<file path="config.mk">
export PLATFORM = sky130hd
export DESIGN_NAME = gpio_bus_master
export DESIGN_NICKNAME = d
export VERILOG_FILES = /design/src/rtl/gpio_bus_pkg.sv /design/src/rtl/bus_cmd_fifo.sv /design/src/rtl/gpio_bus_master.sv
export SDC_FILE = /design/constraint.sdc
export NUM_CORES = 1
export LEC_CHECK = 0
export ABC_CLOCK_PERIOD_IN_PS = 8500
export BUFFER_PORTS_ARGS = -buffer_cell sky130_fd_sc_hd__buf_2
export CORE_ASPECT_RATIO = 1.5
export CORE_UTILIZATION = 59
export CTS_BUF_LIST = sky130_fd_sc_hd__clkbuf_4 sky130_fd_sc_hd__clkbuf_8
export CTS_CLUSTER_SIZE = 12
export DETAILED_ROUTE_END_ITERATION = 8
export GPL_ROUTABILITY_DRIVEN = 0
export PLACE_DENSITY = 0.82
export SYNTH_ARGS = -nofsm -noshare
export SYNTH_HDL_FRONTEND = slang
export SYNTH_SLANG_ARGS = --single-unit
</file>
<file path="constraint.sdc">
create_clock -name clk -period 8.5 [get_ports clk]
set_clock_uncertainty 0.15 [all_clocks]
set_input_delay 1.7 -clock clk [delete_from_list [all_inputs] [get_ports clk]]
set_output_delay 1.7 -clock clk [all_outputs]
set_load 0.005 [all_outputs]
</file>
<file path="src/rtl/gpio_bus_pkg.sv">
// Shared types for the peripheral bus master: op codes, FSM states, queued command
// layout and GPIO register offsets used by software and benches.
package gpio_bus_pkg;

    typedef enum logic [1:0] {
        OP_WRITE = 2'b00,
        OP_READ  = 2'b01,
        OP_SET   = 2'b10,
        OP_CLR   = 2'b11
    } op_e;

    typedef enum logic [1:0] {
        IDLE,
        ISSUE,
        RMW_WR,
        RSP
    } state_e;

    localparam logic [31:0] GPIO_DATA = 32'h0000_0000;
    localparam logic [31:0] GPIO_DIR  = 32'h0000_0004;
    localparam logic [31:0] GPIO_READ = 32'h0000_0008;

    typedef struct packed {
        op_e         op;
        logic [31:0] addr;
        logic [31:0] data;
    } cmd_t;

    localparam int CMD_W = $bits(cmd_t);

    function automatic logic [31:0] rmw_merge(input op_e op, input logic [31:0] rd,
                                              input logic [31:0] mask);
        return (op == OP_SET) ? (rd | mask) : (rd & ~mask);
    endfunction

endpackage

</file>
<file path="src/rtl/bus_cmd_fifo.sv">
// Generic synchronous FIFO; head visible combinationally, pop/push take effect at the edge.
// Backpressure: full blocks push (no bypass); extra pointer bit distinguishes full from empty.
module bus_cmd_fifo #(
    parameter int WIDTH = 66,
    parameter int DEPTH = 4
) (
    input  logic             clk,
    input  logic             rst,
    input  logic             wr_vld,
    input  logic [WIDTH-1:0] wr_dat,
    input  logic             rd_rdy,
    output logic [WIDTH-1:0] rd_dat,
    output logic             full,
    output logic             empty
);
    localparam int AW = $clog2(DEPTH);

    logic [WIDTH-1:0] mem [DEPTH];
    logic [AW:0]      wr_ptr;
    logic [AW:0]      rd_ptr;

    assign empty  = (wr_ptr == rd_ptr);
    assign full   = (wr_ptr[AW] != rd_ptr[AW]) && (wr_ptr[AW-1:0] == rd_ptr[AW-1:0]);
    assign rd_dat = mem[rd_ptr[AW-1:0]];

    always_ff @(posedge clk) begin
        if (rst) begin
            wr_ptr <= '0;
            rd_ptr <= '0;
        end else begin
            if (wr_vld && !full)
                wr_ptr <= wr_ptr + (AW+1)'(1);
            if (rd_rdy && !empty)
                rd_ptr <= rd_ptr + (AW+1)'(1);
        end
    end

    // Storage is not reset: pointers alone define which entries are live.
    always_ff @(posedge clk) begin
        if (wr_vld && !full)
            mem[wr_ptr[AW-1:0]] <= wr_dat;
    end

endmodule

</file>
<file path="src/rtl/gpio_bus_master.sv">
// Queues commands and issues them on the single-cycle peripheral bus; 3 cycles/op (4 for SET/CLR).
// Backpressure: cmd_ready drops only when the FIFO is full; a held response stalls all bus traffic.
module gpio_bus_master
    import gpio_bus_pkg::*;
#(
    parameter int CMD_DEPTH = 4
) (
    input  logic        clk,
    input  logic        rst,
    input  logic        cmd_valid,
    output logic        cmd_ready,
    input  logic [1:0]  cmd_op,
    input  logic [31:0] cmd_addr,
    input  logic [31:0] cmd_wdata,
    output logic        rsp_valid,
    input  logic        rsp_ready,
    output logic [1:0]  rsp_op,
    output logic [31:0] rsp_rdata,
    output logic        busy,
    output logic        bus_valid,
    output logic        bus_we,
    output logic [31:0] bus_addr,
    output logic [31:0] bus_wdata,
    input  logic [31:0] bus_rdata
);
    state_e      state_q, state_d;
    op_e         op_q;
    logic [31:0] addr_q, data_q, rdata_q;

    cmd_t push_cmd, head_cmd;
    logic fifo_full, fifo_empty, pop;

    assign push_cmd  = '{op: op_e'(cmd_op), addr: cmd_addr, data: cmd_wdata};
    assign cmd_ready = !rst && !fifo_full;
    assign busy      = !fifo_empty || (state_q != IDLE);

    bus_cmd_fifo #(
        .WIDTH (CMD_W),
        .DEPTH (CMD_DEPTH)
    ) u_fifo (
        .clk    (clk),
        .rst    (rst),
        .wr_vld (cmd_valid && cmd_ready),
        .wr_dat (push_cmd),
        .rd_rdy (pop),
        .rd_dat (head_cmd),
        .full   (fifo_full),
        .empty  (fifo_empty)
    );

    always_ff @(posedge clk) begin
        if (rst) begin
            state_q <= IDLE;
            op_q    <= OP_WRITE;
            addr_q  <= '0;
            data_q  <= '0;
            rdata_q <= '0;
        end else begin
            state_q <= state_d;
            if (pop) begin
                op_q   <= head_cmd.op;
                addr_q <= head_cmd.addr;
                data_q <= head_cmd.data;
            end
            // bus_rdata is combinational from the target, so it is valid in the ISSUE cycle itself.
            if (state_q == ISSUE && op_q != OP_WRITE)
                rdata_q <= bus_rdata;
        end
    end

    always_comb begin
        state_d   = state_q;
        pop       = 1'b0;
        bus_valid = 1'b0;
        bus_we    = 1'b0;
        bus_addr  = '0;
        bus_wdata = '0;
        rsp_valid = 1'b0;
        rsp_op    = '0;
        rsp_rdata = '0;
        case (state_q)
            IDLE: begin
                if (!fifo_empty) begin
                    pop     = 1'b1;
                    state_d = ISSUE;
                end
            end
            ISSUE: begin
                bus_valid = 1'b1;
                bus_addr  = addr_q;
                if (op_q == OP_WRITE) begin
                    bus_we    = 1'b1;
                    bus_wdata = data_q;
                    state_d   = RSP;
                end else if (op_q == OP_READ) begin
                    state_d = RSP;
                end else begin
                    state_d = RMW_WR;
                end
            end
            RMW_WR: begin
                bus_valid = 1'b1;
                bus_we    = 1'b1;
                bus_addr  = addr_q;
                bus_wdata = rmw_merge(op_q, rdata_q, data_q);
                state_d   = RSP;
            end
            RSP: begin
                rsp_valid = 1'b1;
                rsp_op    = op_q;
                rsp_rdata = (op_q == OP_WRITE) ? data_q : rdata_q;
                if (rsp_ready)
                    state_d = IDLE;
            end
            default: state_d = IDLE;
        endcase
    end

endmodule

</file>
==> impl_metrics.csv <==
group,metric,value,unit
status,outcome,"finished, final reports clean",
synth,syn-num-nets,1235,
timing,grt_setup_unrepaired,"no",
global_route,grt_max_degree,76,
clock_network,ctsLongestPathBuffers,3,
routing,dr_total_vias,9420,
synth,ys_warn_count,0,
global_route,grt_pass1_wl,49900,um
finish,layout_commonest_cell,"nand2_1",
routing,remaining_drc_errors,0,
routing,avgRoutedWirePerCell,18.6,um
timing,max_freq,222,MHz
global_route,grt_pass1_vias,9533,
routing,routed_wl,31300,um
pwr,p_sw_share,31.1,%
placement,place_ws,4.23,ns
timing,slew_viol_final,0,
finish,nNetsFinal,1430,
critical_path,cp-end-kind,"output pin",
clock_network,cts_root_buf,"clkbuf_8",
timing,final-hold-violation-count,0,
job,maxCapViolations,0,
placement,port-buffer-count,204,
synth,ys_ff_latch,370,
synth,synthCells,1123,
floorplan,initial_core_util,60.5,%
finish,n_fill_cell,1745,
timing,fin_ws,3.99,ns
floorplan,core_area,24600,um^2
pwr,p_sw,1.50,mW
critical_path,critPathMaxFanout,69,
clock_network,cts.sinks,370,
critical_path,reg2regPathDepth,4,
timing,setup_viol,0,
floorplan,die_h,197,um
routing,antenna_left,0,
routing,first_pass_iters,5,
placement,dp_cells,1590,
timing,slew_headroom,26.7,%
synth,synth_top_area_share,53.3,%
finish,layout-drive-gt1-share,28.2,%
clock_network,cts_htree_levels,2,
pwr,seqPwrFrac,48.7,%
global_route,overflow,0,
critical_path,crit_arrival,2.66,ns
clock_network,cts_tree,"done",
clock_network,hold_buffers,0,
synth,synth_area_leader_cell,"edfxtp_1",
clock_network,clkLatencyLatePin,0.57,ns
synth,synth_cell_types,34,
pwr,power.total,4.83,mW
clock_network,post_cts_buffers,0,
pwr,power.leakage,6.06,nW
finish,final_cell_mix,"nand2_1 (296), edfxtp_1 (264), buf_2 (203), a21oi_1 (133), dfxtp_1 (104)",
pwr,powerDensity,281,nW/um^2
floorplan,io_pins,205,
pwr,peakVddDrop,0.213,mV
placement,dp_hpwl,18700,um
finish,layoutNonFillerInstCount,1689,
floorplan,rows,70,
timing,finalCritPeriodShare,53.1,%
global_route,grt_usage,25.1,%
synth,ys_seq_area_share,67.5,%
synth,syn-cell-area,14900,um^2
timing,tightestPinTransition,1.10,ns
clock_network,clk_pin_slew,0.07,ns
synth,avgSynthCellArea,13.3,um^2
pwr,p_clk_share,28.5,%
timing,period_minus_slack,4.51,ns
routing,first_iter_violations,528,
floorplan,die_w,132,um
placement,placed_area,16100,um^2
floorplan,die_area,25900,um^2
critical_path,crit_required,6.65,ns
finish,postLayoutCellArea,17200,um^2
worst_hold_path,holdCritPathClass,"register to register",
clock_network,post_cts_resized,0,
global_route,antenna_found_initial,10,
clock_network,cts_buffers,50,
routing,viasPerCell,5.58,
worst_hold_path,min_path_cells,2,
finish,area_delta_synth_final,15.3,%
critical_path,cp-start-kind,"register",
synth,synth_area_leaders,"edfxtp_1 (53%), dfxtp_1 (14%), mux4_2 (10%)",
critical_path,worst-setup-path-type,"register to output pin",
timing,tns,0,ns
pwr,p_comb_share,22.8,%
pwr,p_int,3.33,mW
power groups by stage:
stage	Sequential, mW	Combinational (mW)	Clock [mW]
after floorplan	2.26	0.897	0
after detailed placement	2.39	1.11	0
after global routing	2.38	1.22	1.48
final	2.35	1.10	1.38
after global placement	2.38	1.07	0
after CTS	2.35	1.11	1.40
critical path: stages (launching register included):
cell     delay, ns
dfxtp_4       1.05
xor2_2        0.33
or4_1         0.54
buf_2         0.16
registers in the layout, indices dropped and copies added, names as in the netlist:
signal         count
u_fifo.mem       264
addr_q            32
data_q            32
rdata_q           32
u_fifo.rd_ptr      3
u_fifo.wr_ptr      3
op_q               2
state_q            2
routing by layer:
metal	GRT usage (%)	vias up	share of wire, %
met5	0	-	0.22
met4	11.8	10	3.1
met3	4.63	76	6.3
met2	44.6	380	52
met1	29.6	4541	39
li1	-	4413	-
path summary, 6_finish.rpt:
path / startpoint / to / slack (ns)
hold / removal: addr_q[5] / addr_q[5] / 0.30
setup reg to reg: u_fifo.rd_ptr[1] / u_fifo.mem[2][3] / 5.08
setup / recovery: u_fifo.rd_ptr[1] / busy / 3.99
hold reg to reg: addr_q[5] / addr_q[5] / 0.30
final cells by class:
type	count	area [um^2]	share of cell area (%)
sequential	370	10100	58.6
antenna	5	12.5	0.0729
inverter	7	26.3	0.153
tap	324	405	2.36
clock inverter	19	114	0.664
multi-input combinational	673	4480	26.1
timing repair buffer	216	1110	6.49
clock buffer	75	951	5.54
cell usage after synthesis:
| library cell | number |
|---|---|
| xor2_1 | 1 |
| edfxtp_1 | 264 |
| o31ai_2 | 1 |
| nor3b_1 | 1 |
| o31ai_4 | 1 |
| xnor2_1 | 3 |
| nor2_1 | 39 |
| and2_1 | 35 |
| buf_4 | 6 |
| or2_2 | 1 |
| buf_6 | 4 |
| a21oi_1 | 134 |
| buf_2 | 24 |
| or3_1 | 2 |
| o21a_1 | 1 |
| or4_1 | 1 |
| a221oi_1 | 1 |
| and3_1 | 3 |
| buf_1 | 1 |
| clkbuf_1 | 38 |
| o21ai_0 | 3 |
| a21boi_0 | 32 |
| dfxtp_1 | 106 |
| inv_1 | 7 |
| mux4_2 | 66 |
| nor2b_1 | 32 |
| nor3_1 | 2 |
| mux2i_1 | 2 |
| nand2_1 | 296 |
| xor2_2 | 2 |
| o31a_2 | 1 |
| o41a_1 | 1 |
| ha_1 | 10 |
| nand2b_1 | 2 |
kinds of logic (layout without fill, tap and decap cells):
| kind of cell | Yosys count | in the layout | share of synthesized area, % |
|---|---|---|---|
| xor+xnor | 6 | 6 | 0.454 |
| buf+inv | 80 | 317 | 2.57 |
| other cells | 0 | 5 | 0 |
| mux | 68 | 68 | 10.1 |
| simple gates | 414 | 414 | 11.8 |
| fa+ha+maj | 10 | 10 | 0.841 |
| compound gates | 175 | 175 | 6.70 |
| flops | 370 | 370 | 67.5 |
per-stage QoR:
step | hold slack, ns | util, %
4_1_cts | 0.306 | 69.7
3_5_place_dp | 0.296 | 65.3
6_report | 0.303 | 69.7
5_1_grt | 0.330 | 69.7
3_3_place_gp | 0.293 | 65.3
2_1_floorplan | 0.282 | -
(Power assumes the default switching activity.)
